<file path="src/rtl/prio_enc_pkg.sv">
// Shared constants and the index-width helper for the registered priority encoder.
package prio_enc_pkg;

  localparam int PRIO_ENC_N_DEFAULT = 8;

  // Width of an index into an n-entry vector; never narrower than one bit.
  function automatic int idx_width(input int n);
    return (n < 2) ? 1 : $clog2(n);
  endfunction

endpackage

</file>
<file path="src/rtl/prio_enc_q_pick.sv">
// Combinational N-way pick: first set bit scanning downward from start_i, wrapping 0 -> N-1.
module prio_pick
  import prio_enc_pkg::*;
#(
  parameter int N = PRIO_ENC_N_DEFAULT,
  localparam int W = idx_width(N)
) (
  input  logic [N-1:0] vec_i,
  input  logic [W-1:0] start_i,
  output logic [W-1:0] idx_o,
  output logic         found_o
);

  always_comb begin
    int j;
    logic [W-1:0] jw;
    j       = 0;
    jw      = '0;
    idx_o   = '0;
    found_o = 1'b0;
    for (int i = 0; i < N; i++) begin
      j = int'(start_i) - i;
      if (j < 0) j = j + N;
      jw = W'(j);
      if (!found_o && vec_i[jw]) begin
        found_o = 1'b1;
        idx_o   = jw;
      end
    end
  end

endmodule

</file>
<file path="src/rtl/prio_enc_q.sv">
// Registered N-line priority encoder with valid/ready output and sticky pending bits.
// Define PRIO_ENC_Q_RR_EN for round-robin selection; otherwise highest index wins.
module prio_enc_q
  import prio_enc_pkg::*;
#(
  parameter int N = PRIO_ENC_N_DEFAULT,
  localparam int W = idx_width(N)
) (
  input  logic         clk,
  input  logic         rst_n,
  input  logic [N-1:0] req_i,
  input  logic         flush_i,
  output logic         out_valid_o,
  input  logic         out_ready_i,
  output logic [W-1:0] out_idx_o,
  output logic [N-1:0] pending_o,
  output logic         busy_o
);

  logic [N-1:0] pending_q, pending_d, load_oh;
  logic         out_valid_q;
  logic [W-1:0] out_idx_q, sel, start;
  logic         found, load;

  assign load = !out_valid_q || out_ready_i;

`ifdef PRIO_ENC_Q_RR_EN
  logic [W-1:0] last_q;
  // Search begins one below the last grant; last_q == 0 wraps to N-1 (same as fixed mode).
  assign start = (last_q == '0) ? W'(N - 1) : last_q - 1'b1;

  always_ff @(posedge clk or negedge rst_n) begin
    if (!rst_n)              last_q <= '0;
    else if (flush_i)        last_q <= '0;
    else if (load && found)  last_q <= sel;
  end
`else
  assign start = W'(N - 1);
`endif

  prio_pick #(.N(N)) u_pick (
    .vec_i   (pending_q),
    .start_i (start),
    .idx_o   (sel),
    .found_o (found)
  );

  always_comb begin
    load_oh = '0;
    if (load && found) load_oh[sel] = 1'b1;
  end

  // A request arriving on the bit being granted re-arms it (set wins over clear).
  assign pending_d = (pending_q & ~load_oh) | req_i;

  always_ff @(posedge clk or negedge rst_n) begin
    if (!rst_n) begin
      pending_q   <= '0;
      out_valid_q <= 1'b0;
      out_idx_q   <= '0;
    end else if (flush_i) begin
      pending_q   <= '0;
      out_valid_q <= 1'b0;
      out_idx_q   <= '0;
    end else begin
      pending_q <= pending_d;
      if (load) begin
        out_valid_q <= found;
        if (found) out_idx_q <= sel;
      end
    end
  end

  assign out_valid_o = out_valid_q;
  assign out_idx_o   = out_idx_q;
  assign pending_o   = pending_q;
  assign busy_o      = (|pending_q) | out_valid_q;

endmodule

</file>
<file path="config.mk">
export PLATFORM = sky130hd
export DESIGN_NAME = prio_enc_q
export DESIGN_NICKNAME = d
export VERILOG_FILES = /design/src/rtl/prio_enc_pkg.sv /design/src/rtl/prio_enc_q_pick.sv /design/src/rtl/prio_enc_q.sv
export SDC_FILE = /design/constraint.sdc
export NUM_CORES = 1
export LEC_CHECK = 0
export BUFFER_PORTS_ARGS = -buffer_cell sky130_fd_sc_hd__buf_4
export CORE_MARGIN = 2
export CORE_UTILIZATION = 39
export CTS_CLUSTER_SIZE = 24
export DETAILED_ROUTE_END_ITERATION = 8
export PLACE_DENSITY = 0.68
export SYNTH_ARGS = -nofsm -noshare
export SYNTH_HDL_FRONTEND = slang
export SYNTH_SLANG_ARGS = --single-unit
</file>
<file path="constraint.sdc">
create_clock -name clk -period 1.7 [get_ports clk]
set_clock_uncertainty 0.15 [all_clocks]
set_input_delay 0.255 -clock clk [delete_from_list [all_inputs] [get_ports clk]]
set_output_delay 0.255 -clock clk [all_outputs]
set_load 0.05 [all_outputs]
</file>
==> results of run 1 <==
synth_stat cells (all sizes together):
master | n | share of area [%]
and2b | 1 | 1.3
o21ai | 3 | 2.7
nor4 | 1 | 3.8
dfrtp | 12 | 53
buf | 1 | 0.88
nor2b | 1 | 1.1
nand2b | 3 | 3.3
nand3 | 1 | 0.88
a31oi | 1 | 1.1
or3 | 2 | 2.2
nor3 | 4 | 3.5
or4 | 1 | 1.3
a21oi | 10 | 8.8
nor2 | 10 | 6.6
o221a | 1 | 2.0
a211oi | 2 | 2.7
inv | 5 | 3.3
nand2 | 2 | 1.3
sequential cells by signal, summed over array words and instances, names as in the netlist:
register / count
out_idx_o: 3
pending_o: 8
out_valid_o: 1
logic make-up after synthesis:
group | synth area share (%)
flip-flops | 53.1
AND/OR/NAND/NOR | 25.4
AO/OA/AOI/OAI | 17.3
buffers and inverters | 4.20
critical path, stage by stage, from the launching register on:
cell and delay (ns):
dfrtp_2 0.43, nor4_4 0.32, nand2_2 0.12, nor3_4 0.18
nand2b_4 0.07, buf_6 0.15
worst paths after layout:
kind | end | depth (start not counted) | startpoint
setup / recovery | busy_o | 5 | pending_o[4]
hold / removal | pending_o[1] | 3 | req_i[1]
setup reg to reg | pending_o[2] | 5 | pending_o[4]
hold reg to reg | out_idx_o[1] | 2 | out_idx_o[1]
max in group asynchronous | pending_o[6] | 2 | rst_n
min in group asynchronous | pending_o[5] | 2 | rst_n
timing repair:
item                       CTS  global route
hold buffers                 1             0
setup endpoints to repair    2             8
hold endpoints to repair    12             0
buffers inserted             3             2
gates cloned                 0             0
pin swaps                    4             6
gates resized for setup      3             4
cell type report:
cell class / instances / area share [%]
Clock buffer: 4 / 3.82
Sequential cell: 12 / 32.2
Multi-Input combinational cell: 43 / 30.9
Timing Repair Buffer: 36 / 29.1
Inverter: 5 / 1.97
Tap cell: 15 / 1.97
layer usage:
metal	GRT usage (%)	up-vias
met5	0	-
met4	3.75	0
met3	6.03	0
met2	28.4	19
met1	24.5	262
li1	-	290
power groups by stage:
stage / Clock, uW / Sequential, uW / Combinational, uW
2_1_floorplan: 0 / 421 / 63.8
3_3_place_gp: 0 / 338 / 243
3_5_place_dp: 0 / 340 / 244
4_1_cts: 233 / 334 / 259
5_1_grt: 245 / 338 / 289
6_report: 226 / 334 / 273
per-stage QoR:
step / TNS, ns / utilization [%] / worst slack, ns / total power, uW / cells
final: -0.356 / 71.3 / -0.237 / 832 / 115
after global routing: -0.585 / 71.3 / -0.319 / 872 / 115
after CTS: -0.422 / 68.9 / -0.304 / 826 / 114
after detailed placement: 0 / 62.8 / 0.00217 / 584 / 106
after global placement: 0 / 62.8 / 0.0119 / 581 / 106
after floorplan: -0.170 / - / -0.0868 / 485 / 61
cell usage in the layout, fill, tap and decap left out, drive strengths merged:
master	n
dfrtp	12
o221a	1
and2b	1
or3	2
a21oi	10
nand2	2
o21ai	3
nor2b	1
nand3	1
a211oi	2
nand2b	3
inv	5
nor2	10
dlygate4sd3	1
or4	1
nor3	4
nor4	1
clkbuf	4
buf	35
a31oi	1
==> key figures, run 1 <==
Run status
  – Status: complete, but fails checks
  – Violated checks: negative setup slack

Synth
  – Netlist cell types: 18
  – Synth warn: 0
  – Syn Std Cell Area: 566 sq um
  – #FFs+latches synth: 12
  – Syn_nets: 73
  – Mapped Cells: 61
  – Syn_area_per_cell: 9.27 sq um
  – Register area share after synthesis: 53.1%

Final layout
  – FF/Latch Area: 307 sq um
  – Final nets: 113
  – FILL cells: 107
  – Multi-input logic area: 294 sq um
  – Final instance area: 951 sq um
  – Number of diodes: 0
  – Layout cells sized above 1: 52.0%
  – Area grow syn2layout: 68.1%

Drt
  – Router iterations before antenna repair: 4
  – Met2 wire length: 716 um
  – WL/cell: 13.2 um
  – Remaining antenna violation count: 0
  – Via density: 4.97
  – DRC viols: 0
  – Initial DRC Count: 6
  – Wl on met1: 712 um
  – DR WL met3: 94 um
  – Total Routed Length: 1.52 mm
  – Routed vias: 571
  – Max Used Layer: met3

Place
  – Placed wire-length estimate: 1.06 mm
  – Total placed instance area: 837 sq um
  – RD Place Congestion: 0.761
  – PortBufs: 24

Setup path
  – WP data required: 1.29 ns
  – CP arrival: 1.53 ns
  – Worst setup EP type: primary output
  – CP Class: reg -> out
  – Reg2Reg Setup Slack: -0.12 ns
  – Crit start category: flop
  – Crit-path max FO: 2

Timing
  – Hold slack: 0.0478 ns
  – Worst slew pin tran: 0.251 ns
  – RSZ-0062 raised after global routing: yes
  – Post-route setup slack: -0.237 ns
  – Max Clk Rate: 0.516 GHz
  – Fin crit share: 114%
  – Max Slew Vio Count: 0
  – Hold Vio Cnt, Final: 0
  – Relative max-transition margin: 83.1%
  – Minimum clock period: 1.94 ns
  – Final setup viols: 2

Power
  – Static leakage: 0.000463 uW
  – Pwr dens: 875 nW/um^2
  – Max VDD drop: 570 uV
  – Switch share: 34.0%
  – Combinational power share: 32.8%
  – Pint: 549 uW
  – Part of the power in registers: 40.1%
  – Sw power: 283 uW
  – Clock Power Share: 27.1%

Floorplanning
  – I/O pin count: 25
  – Rows: 13
  – DIE HEIGHT: 42.1 um
  – Total Die Area: 1770 sq um
  – Die X: 42.1 um
  – Core area: 1330 sq um
  – Initial Util: 42.4%

GRT
  – Pin count of the biggest net entering global routing: 13
  – First-pass GRT wire length: 2.47 mm
  – GRT Overall Usage: 18.1%
  – Remaining Overflow, GRT: 0
  – Vias in the first global route: 566
  – Initial antenna violation count: 0

Clock tree
  – CTS sink cnt: 12
  – Num CTS Buffers: 3
  – CTS tree: done
  – Max Root-Sink Buffers: 2
  – H-Tree Depth: 1
  – Root Driver: clkbuf_4
  – Worst-skew pair later-pin latency: 0.27 ns
  – Worst-path clk slew: 0.08 ns

Worst hold path
  – Hold Path Class: in -> reg

Flow run
  – Max Cap Viol: 0
(Power assumes the default switching activity.)
==> run 2: changes to the inputs <==
--- a/config.mk
+++ b/config.mk
@@ -10,6 +10,7 @@
 export CORE_UTILIZATION = 39
 export CTS_CLUSTER_SIZE = 24
 export DETAILED_ROUTE_END_ITERATION = 8
+export GPL_TIMING_DRIVEN = 0
 export PLACE_DENSITY = 0.68
 export SYNTH_ARGS = -nofsm -noshare
 export SYNTH_HDL_FRONTEND = slang
==> run 2 against run 1 <==
Effect of this change:
- register-to-register slack got worse by 0.02 ns
- critical path depth is the same
- highest routed layer is now met4
- the flow still finishes with violations (negative setup slack)
- largest cell class unchanged
- combinational power decreased by 9.2%
==> key figures, run 2 (synthesis results as in run 1) <==
Run status
  – Status: complete, but fails checks
  – Violated checks: negative setup slack

Final layout
  – Area grow syn2layout: 58.0%
  – Final Core Density: 67.0% (-4.3 points)
  – FILL cells: 118 (+10%)
  – Layout cells sized above 1: 47.4% (-4.6 points)
  – Final Instance Count excl. Fillers: 110 (-4.3%)
  – Commonest non-fill, non-tap cell in the layout: buf_4
  – Final nets: 108 (-4.4%)
  – Most frequent cells in the layout: buf_4 (26), nor2_1 (10), a21oi_1 (9)
  – Largest register FFs: 8 (unchanged)
  – Number of diodes: 0 (unchanged)

Power
  – Pint: 498 uW (-9.3%)
  – Pwr dens: 862 nW/um^2 (-1.5%)
  – Max VDD drop: 561 uV (-1.6%)
  – Clock Power Share: 23.9% (-3.2 points)
  – Sw power: 272 uW (-4.0%)
  – Combinational power share: 32.3% (-0.5 points)
  – Part of the power in registers: 43.8% (+3.7 points)
  – Static leakage: 0.000424 uW (-8.3%)
  – Switch share: 35.3% (+1.3 points)

Drt
  – Via density: 5.15 (+3.8%)
  – WL/cell: 12.6 um (-4.6%)
  – Router iterations before antenna repair: 4 (unchanged)
  – Total Routed Length: 1.39 mm (-8.7%)
  – Initial DRC Count: 9 (+3)
  – Remaining antenna violation count: 0 (unchanged)
  – DRC viols: 0 (unchanged)
  – Routed vias: 567 (-0.70%)

Setup path
  – Worst setup path end: busy_o
  – CP Class: reg -> out
  – Crit-path max FO: 2 (unchanged)
  – CP startpoint: pending_o[5]
  – Worst setup EP type: primary output
  – Ordered cell list for the critical path: nor4_4, nand2_2, nor3_4, nand2b_4, buf_6
  – WP data required: 1.29 ns (about the same)
  – Critical path depth: 5 (unchanged)
  – Worst path slowest cell: dfrtp_2
  – Crit start category: flop
  – CP max stage delay: 0.43 ns (about the same)
  – Reg2Reg Setup Slack: -0.14 ns (-0.02 ns)
  – Buffers & Inverters on Critical Path: 1 (unchanged)
  – Reg2reg end: pending_o[2]
  – Reg2reg path depth: 5 (unchanged)
  – Cell class contributing the biggest share of worst-path delay: simple AND/OR/NAND/NOR gates
  – CP arrival: 1.57 ns (+0.04 ns)
  – RR Startpoint: pending_o[4]

Timing
  – Hold slack: 0.0402 ns (-0.00764 ns)
  – Post-route setup slack: -0.276 ns (-0.0390 ns)
  – Fin crit share: 116% (+2.3 points)
  – Minimum clock period: 1.98 ns (+0.0390 ns)
  – Worst slew pin tran: 0.489 ns (+0.237 ns)
  – RSZ-0062 raised after global routing: yes
  – Relative max-transition margin: 67.3% (-16 points)
  – Max Clk Rate: 0.506 GHz (-2.0%)
  – Hold Vio Cnt, Final: 0 (unchanged)
  – Max Slew Vio Count: 0 (unchanged)
  – Final setup viols: 3 (+1)

Clock tree
  – CTS tree: done
  – Max Root-Sink Buffers: 2 (unchanged)
  – Worst-skew pair later-pin latency: 0.27 ns (about the same)
  – Num CTS Buffers: 3 (unchanged)
  – H-Tree Depth: 1 (unchanged)
  – CTS sink cnt: 12 (unchanged)
  – Root Driver: clkbuf_4
  – Worst-path clk slew: 0.07 ns (about the same)

Floorplanning
  – Rows: 13 (unchanged)
  – Die X: 42.1 um (unchanged)
  – Total Die Area: 1770 sq um (unchanged)
  – Initial Util: 42.4% (unchanged)
  – Core area: 1330 sq um (unchanged)
  – DIE HEIGHT: 42.1 um (unchanged)
  – I/O pin count: 25 (unchanged)

Worst hold path
  – Hold Path Class: in -> reg

Place
  – RD Place Congestion: 0.787 (+3.4%)
  – Placement Setup Slack: -0.149 ns (-0.152 ns)
  – Placed instance count: 100 (-5.7%)
  – Placed wire-length estimate: 942 um (-11%)
  – PortBufs: 24 (unchanged)

GRT
  – Pin count of the biggest net entering global routing: 13 (unchanged)
  – Initial antenna violation count: 0 (unchanged)
  – Vias in the first global route: 545 (-3.7%)
  – GRT Overall Usage: 17.1% (-1.1 points)
  – Remaining Overflow, GRT: 0 (unchanged)
  – First-pass GRT wire length: 2.32 mm (-6.2%)

Flow run
  – Max Cap Viol: 0 (unchanged)
## run 2: cell type report
cell class,instances,area (sq um),area share [%]
multi-input combinational,43,280,31.4
timing repair buffer,30,238,26.6
sequential,12,307,34.3
inverter,5,18.8,2.10
tap,15,18.8,2.10
clock buffer,4,26.3,2.94
buffer,1,5.00,0.560
## run 2: timing repair
action / CTS / global route
endpoints found under the hold margin: 13 / 0
setup endpoints to repair: 2 / 6
buffers inserted: 4 / 0
gates cloned: 0 / 0
hold buffers: 2 / 0
pin swaps: 3 / 4
gates resized for setup: 2 / 5
## run 2: power by group through the flow
stage	Clock (uW)	Combinational, uW	Sequential [uW]
final	184	248	337
after global routing	198	266	341
after CTS	191	240	336
after detailed placement	0	219	345
after global placement	0	218	344
after floorplan	0	63.8	421
## run 2: routing by layer
metal / global-route usage (%) / wire, um / vias up
met3: 3.02 / 78 / 5
met2: 28.4 / 629 / 18
li1: - / - / 280
met1: 20.7 / 648 / 264
met4: 9.38 / 34 / 0
met5: 0 / 0 / -
## run 2: how the worst min path moves through the flow
| stage | startpoint | end | slack [ns] | depth (start not counted) |
|---|---|---|---|---|
| after floorplan | rst_n | out_idx_o[0] | -0.19 | 0 |
| after global placement | rst_n | out_idx_o[1] | -0.05 | 1 |
| after detailed placement | rst_n | out_idx_o[1] | -0.05 | 1 |
| after CTS | req_i[2] | pending_o[2] | 0.04 | 3 |
| after global routing | req_i[2] | pending_o[2] | 0.06 | 3 |
| final | req_i[5] | pending_o[5] | 0.04 | 3 |
## run 2: worst register-to-register path, cell delays in order (launching register included)
cell and delay [ns]:
dfrtp_2 0.44, buf_6 0.13, or4_4 0.49, or3_4 0.35
a21oi_2 0.13, nor2_1 0.04
## run 2: per-stage QoR
step / power (uW) / setup TNS (ns) / instance area [sq um]
2_1_floorplan: 485 / -0.170 / 591
3_3_place_gp: 562 / -0.177 / 790
3_5_place_dp: 565 / -0.186 / 790
4_1_cts: 767 / -0.468 / 872
5_1_grt: 805 / -0.797 / 893
6_report: 770 / -0.425 / 893
